==> config.mk <==
export PLATFORM = sky130hd
export DESIGN_NAME = uart_packet_deframer_flat
export DESIGN_NICKNAME = d
export VERILOG_FILES = /design/src/rtl/uart_packet_deframer_if.sv /design/src/rtl/uart_packet_deframer.sv /design/src/flat_wrapper.sv
export SDC_FILE = /design/constraint.sdc
export NUM_CORES = 1
export LEC_CHECK = 0
export CAP_MARGIN = 15
export CORE_ASPECT_RATIO = 1.5
export CORE_MARGIN = 10
export CORE_UTILIZATION = 40
export CTS_CLUSTER_DIAMETER = 80
export DETAILED_ROUTE_END_ITERATION = 10
export GPL_TIMING_DRIVEN = 0
export MAX_ROUTING_LAYER = met4
export RECOVER_POWER = 50
export SYNTH_ARGS = -nofsm -noshare
export SYNTH_HDL_FRONTEND = slang
export SYNTH_SLANG_ARGS = --single-unit
==> constraint.sdc <==
create_clock -name ipClk -period 5.4 [get_ports ipClk]
set_input_delay 1.08 -clock ipClk [delete_from_list [all_inputs] [get_ports ipClk]]
set_output_delay 1.08 -clock ipClk [all_outputs]
set_load 0.1 [all_outputs]
==> src/rtl/uart_packet_deframer_if.sv <==
// rtl/uart_packet_deframer_if.sv - Rx byte strobe and UART_PACKET beat bundle for uart_packet_deframer
interface uart_packet_deframer_if;
    typedef struct packed {
        logic [7:0] Source;
        logic [7:0] Destination;
        logic [7:0] Length;
        logic       SoP;
        logic       EoP;
        logic [7:0] Data;
        logic       Valid;
    } uart_packet_t;

    logic [7:0]   ipRxData;
    logic         ipRxValid;
    uart_packet_t opPacket;

    modport master (output ipRxData, output ipRxValid, input opPacket);
    modport slave  (input ipRxData, input ipRxValid, output opPacket);
endinterface

==> src/rtl/uart_packet_deframer.sv <==
// rtl/uart_packet_deframer.sv - UART byte stream to UART_PACKET beats; optional trailing checksum via CHECKSUM_EN
module uart_packet_deframer #(
    parameter logic [7:0] SYNC_BYTE      = 8'h55,
    parameter int         TIMEOUT_CYCLES = 50000
) (
    input  logic                   ipClk,
    input  logic                   reset,
    uart_packet_deframer_if.slave  bus,
    output logic                   opPacketDone,
    output logic                   opTimeout,
    output logic                   opChecksumError
);
    typedef enum logic [2:0] {
        IDLE,
        GET_DEST,
        GET_SOURCE,
        GET_LENGTH,
        GET_DATA
`ifdef CHECKSUM_EN
        , GET_CHECKSUM
`endif
    } state_t;

    localparam logic [19:0] TIMEOUT_LAST = 20'(TIMEOUT_CYCLES - 1);

    state_t      r_state;
    state_t      w_next;
    logic [7:0]  r_dest;
    logic [7:0]  r_src;
    logic [7:0]  r_len;
    logic        r_valid;
    logic        r_sop;
    logic        r_eop;
    logic [7:0]  r_data;
    logic [8:0]  r_remaining;
    logic        r_first;
    logic [19:0] r_tcount;
    logic        r_done;
    logic        r_timeout;
    logic        w_byte;
    logic        w_expire;
    logic        w_last;

    assign w_byte   = bus.ipRxValid;
    // A byte arriving on the expiry cycle keeps the frame alive.
    assign w_expire = (r_state != IDLE) && !w_byte && (r_tcount == TIMEOUT_LAST);
    assign w_last   = (r_remaining == 9'd0);

    always_ff @(posedge ipClk) begin
        if (reset) r_state <= IDLE;
        else       r_state <= w_next;
    end

    always_comb begin
        w_next = r_state;
        if (w_expire) begin
            w_next = IDLE;
        end else if (w_byte) begin
            case (r_state)
                IDLE:       if (bus.ipRxData == SYNC_BYTE) w_next = GET_DEST;
                GET_DEST:   w_next = GET_SOURCE;
                GET_SOURCE: w_next = GET_LENGTH;
                GET_LENGTH: w_next = GET_DATA;
`ifdef CHECKSUM_EN
                GET_DATA:     if (w_last) w_next = GET_CHECKSUM;
                GET_CHECKSUM: w_next = IDLE;
`else
                GET_DATA:   if (w_last) w_next = IDLE;
`endif
                default:    w_next = IDLE;
            endcase
        end
    end

`ifdef CHECKSUM_EN
    logic [7:0] r_sum;
    logic       r_cs_err;
`endif

    always_ff @(posedge ipClk) begin
        if (reset) begin
            r_dest      <= 8'd0;
            r_src       <= 8'd0;
            r_len       <= 8'd0;
            r_valid     <= 1'b0;
            r_sop       <= 1'b0;
            r_eop       <= 1'b0;
            r_data      <= 8'd0;
            r_remaining <= 9'd0;
            r_first     <= 1'b0;
            r_tcount    <= 20'd0;
            r_done      <= 1'b0;
            r_timeout   <= 1'b0;
`ifdef CHECKSUM_EN
            r_sum       <= 8'd0;
            r_cs_err    <= 1'b0;
`endif
        end else begin
            r_valid   <= 1'b0;
            r_sop     <= 1'b0;
            r_eop     <= 1'b0;
            r_data    <= 8'd0;
            r_done    <= 1'b0;
            r_timeout <= w_expire;
`ifdef CHECKSUM_EN
            r_cs_err  <= 1'b0;
`endif
            if (w_byte || r_state == IDLE || w_expire) r_tcount <= 20'd0;
            else                                       r_tcount <= r_tcount + 20'd1;

            if (w_byte) begin
                case (r_state)
                    GET_DEST:   r_dest <= bus.ipRxData;
                    GET_SOURCE: r_src  <= bus.ipRxData;
                    GET_LENGTH: begin
                        r_len       <= bus.ipRxData;
                        // Counter holds bytes left after the current one; Length 0 is 256 bytes.
                        r_remaining <= (bus.ipRxData == 8'd0) ? 9'd255 : {1'b0, bus.ipRxData} - 9'd1;
                        r_first     <= 1'b1;
                    end
                    GET_DATA: begin
                        r_valid     <= 1'b1;
                        r_data      <= bus.ipRxData;
                        r_sop       <= r_first;
                        r_eop       <= w_last;
                        r_first     <= 1'b0;
                        r_remaining <= r_remaining - 9'd1;
`ifndef CHECKSUM_EN
                        r_done      <= w_last;
`endif
                    end
`ifdef CHECKSUM_EN
                    GET_CHECKSUM: begin
                        r_done   <= (bus.ipRxData == r_sum);
                        r_cs_err <= (bus.ipRxData != r_sum);
                    end
`endif
                    default: ;
                endcase
`ifdef CHECKSUM_EN
                if (r_state == GET_DEST) r_sum <= bus.ipRxData;
                else if (r_state == GET_SOURCE || r_state == GET_LENGTH || r_state == GET_DATA)
                    r_sum <= r_sum + bus.ipRxData;
`endif
            end
        end
    end

    assign bus.opPacket = {r_src, r_dest, r_len, r_sop, r_eop, r_data, r_valid};
    assign opPacketDone = r_done;
    assign opTimeout    = r_timeout;
`ifdef CHECKSUM_EN
    assign opChecksumError = r_cs_err;
`else
    assign opChecksumError = 1'b0;
`endif
endmodule

==> src/flat_wrapper.sv <==
// flat-port wrapper written by rule: the top's interface ports become plain ports
module uart_packet_deframer_flat 
#(
    parameter logic [7:0] SYNC_BYTE      = 8'h55,
    parameter int         TIMEOUT_CYCLES = 50000
)
  (ipClk, reset, opPacketDone, opTimeout, opChecksumError, bus_ipRxData, bus_ipRxValid, bus_opPacket);
  uart_packet_deframer_if bus_i ();
  input  logic ipClk;
  input  logic reset;
  output logic opPacketDone;
  output logic opTimeout;
  output logic opChecksumError;
  input wire logic [$bits(bus_i.ipRxData)-1:0] bus_ipRxData;
  input wire logic [$bits(bus_i.ipRxValid)-1:0] bus_ipRxValid;
  output wire logic [$bits(bus_i.opPacket)-1:0] bus_opPacket;
  assign bus_i.ipRxData = bus_ipRxData;
  assign bus_i.ipRxValid = bus_ipRxValid;
  assign bus_opPacket = bus_i.opPacket;
  uart_packet_deframer #(.SYNC_BYTE(SYNC_BYTE), .TIMEOUT_CYCLES(TIMEOUT_CYCLES)) u_core (.ipClk(ipClk), .reset(reset), .bus(bus_i), .opPacketDone(opPacketDone), .opTimeout(opTimeout), .opChecksumError(opChecksumError));
endmodule
==> flow_summary.toml <==
[routing]
ant_nets = 0
via_per_inst = 5.20
routedWlPerCell_um = 15.8
m1WireLength_mm = 3.32
top_layer = "met4"
wl_mm = 8.24
drt_pre_antenna_iters = 4
dr_total_vias = 2714
first_iter_violations = 151
met3_length_um = 252
met2WireLength_mm = 4.43
drc = 0

[clocking]
cts_resized = 0
cts-root-buf = "clkbuf_16"
cts_tree = "built"
cts_buffers = 9
holdBufCountCts = 0
clockBufferDepth = 2
path_clk_slew_ns = 0.05
cts_setup_buffers = 0
cts_sinks = 69
htree_levels = 3
worstSkewPairLatency_ns = 0.34

[setup_path]
critical_path_class = "in -> reg"
worst_r2r_path_depth = 5
worstPathArrival_ns = 3.38
reg2reg_slack_ns = 2.61
end_kind = "register"
path_max_fanout = 8
cp.required_ns = 5.62
timing.rr.end = "u_core.r_tcount[12]$_SDFF_PP0_"
startpoint_type = "primary input"
r2r_start = "u_core.r_tcount[6]$_SDFF_PP0_"

[status]
status = "completed"

[placed_design]
portBuffers = 45
dpl.hpwl_mm = 6.11
place_congestion = 0.850
dpl.cell_count = 507

[sta]
worst_slew_pin_slew_ns = 1.12
finClkSkew_ns = 0.00406
fmax_mhz = 316
relSlewSlack = 0.248
rsz0062_at_grt = "no"
final_hold_viol_count = 0
setup_tns_ns = 0
final_max_slew_viol_count = 0
fin_crit_ns = 3.16
setup_viol = 0
period_share = 0.585

[logic_synthesis]
syn_area_um2 = 3110
yosysSeqAreaShare = 0.444
ys_types = 59
ys_seq_elements = 69
syn_inst = 360
synth-edff-count = 0
synth_area_per_cell_um2 = 8.64
synthArstFlopShare = 0
ys.flop_type = "dfxtp_1"
synth_fp_nets = 375
yosys_warnings = 0

[pwr]
p_leak_nw = 1.34
p_per_area_nw_per_um2 = 302
ir_drop_mv = 0.175

[global_routing]
grt_pass1_wl_mm = 13.6
grt_pass1_vias = 2708
antenna_found_initial = 0
grtUsageTotal = 0.148
grt_max_degree = 12
overflow = 0

[floorplan]
row_count = 39
die_w_um = 92
die_h_um = 128
io_pins = 49
dieArea_um2 = 11800
core-area_um2 = 7610
initial_core_util = 0.409

[final_layout]
syn_to_final_growth_pct = 28.7
layout_common_cells = "69 x dfxtp_1, 43 x nor2_1, 43 x clkdlybuf4s50_1, 32 x nand2_1, 22 x a21oi_1"
drive_gt1_frac = 0.0762
layoutNonFillerInstCount = 522
final_common_cell = "dfxtp_1"
antennaDiodeCount = 0
nFillCells = 784
nets = 431

[worst_hold_path]
worstHoldPathCells = 1
min_to = "u_core.r_eop$_SDFF_PP0_"
hp-start = "u_core.r_remaining[8]$_SDFFE_PP0P_"
hold_class = "reg -> reg"

[flow_run]
maxCapViolCount = 0
[Yosys cell counts, types with 4 or more instances]
library cell   n  share of area
nand2_1       32          0.039
nor3b_1        6          0.014
inv_1         11          0.013
a211oi_1       4         0.0097
or3_1          7          0.014
and3_1         5          0.010
nor3_1        17          0.027
dfxtp_1       69           0.44
ha_1           4          0.016
a21oi_1       22          0.035
and2_1         5          0.010
nor2_1        43          0.052
xor2_1         8          0.023
buf_4          5          0.012
nand3_1       10          0.016
mux2i_1       16          0.051
clkbuf_1      14          0.017
nand4_1        4         0.0080
nor4_1         5          0.010
o21ai_0       12          0.019
xnor2_1        7          0.020
[sequential cells by signal (all words and copies together), names as in the netlist]
signal and flops:
u_core.opTimeout 1, u_core.r_data 8, u_core.r_dest 8, u_core.r_eop 1, u_core.r_first 1, u_core.r_len 8
u_core.r_remaining 9, u_core.r_sop 1, u_core.r_src 8, u_core.r_state 3, u_core.r_tcount 20, u_core.r_valid 1
[how the worst max path moves through the flow]
stage                          startpoint                                 end  cells after the start  slack (ns)
after detailed placement  bus_ipRxData[0]  u_core.r_remaining[0]$_SDFFE_PP0P_                      7        1.91
after CTS                 bus_ipRxData[0]  u_core.r_remaining[0]$_SDFFE_PP0P_                      7        2.26
final                     bus_ipRxData[0]  u_core.r_remaining[0]$_SDFFE_PP0P_                      7        2.24
after global routing      bus_ipRxData[0]  u_core.r_remaining[0]$_SDFFE_PP0P_                      7        2.06
after global placement    bus_ipRxData[0]  u_core.r_remaining[0]$_SDFFE_PP0P_                      7        1.96
after floorplan           bus_ipRxData[0]  u_core.r_remaining[0]$_SDFFE_PP0P_                      6        2.81
[report_power, final]
| group | internal [W] | total (W) | switching (W) |
|---|---|---|---|
| Combinational | 0.0000130 | 0.0000406 | 0.0000276 |
| Sequential | 0.000509 | 0.000509 | 0.0000000495 |
| Clock | 0.000446 | 0.000658 | 0.000211 |
[cell families after synthesis]
kind of cell,Yosys count,synth area share
AOI/OAI and AO/OA,62,0.129
xor gates and xnor gates,15,0.0422
adders and majority gates,4,0.0161
buffers and inverters,34,0.0479
DFF,69,0.444
muxes,16,0.0515
other,1,0.00121
and+or+nand+nor,159,0.268
[worst max-delay path, stage by stage]
cell and delay (ns):
clkdlybuf4s50_1 0.59, inv_1 0.21, ha_1 0.28, or4b_2 0.65, o22ai_1 0.14, nor3_1 0.06
a2111oi_0 0.37
[routing by layer]
layer | global-route usage | vias up
met3 | 0.0358 | 22
met4 | 0.0783 | 0
met2 | 0.255 | 47
met1 | 0.153 | 1272
li1 | - | 1373
met5 | - | -
[cell type report]
class	instances	area (µm²)	area share
multi-input cells	257	1570	0.392
plain buffers	23	104	0.0259
well taps	102	128	0.0319
inverters	11	41.3	0.0103
clock inverters	5	100	0.0250
flip-flops and latches	69	1380	0.345
repair buffers	45	450	0.113
clock buffers	10	229	0.0572
[through the flow]
stage / power, W / hold WS (ns) / instance area (µm²) / setup WS [ns] / util
2_1_floorplan: 0.000543 / 0.397 / 3110 / 2.81 / -
5_1_grt: 0.00124 / 0.440 / 4000 / 2.06 / 0.526
3_5_place_dp: 0.000561 / 0.407 / 3690 / 1.91 / 0.485
3_3_place_gp: 0.000561 / 0.412 / 3690 / 1.96 / 0.485
4_1_cts: 0.00122 / 0.415 / 4020 / 2.26 / 0.528
6_report: 0.00121 / 0.412 / 4000 / 2.24 / 0.526
Note: power is estimated with default switching activity, not from simulation.
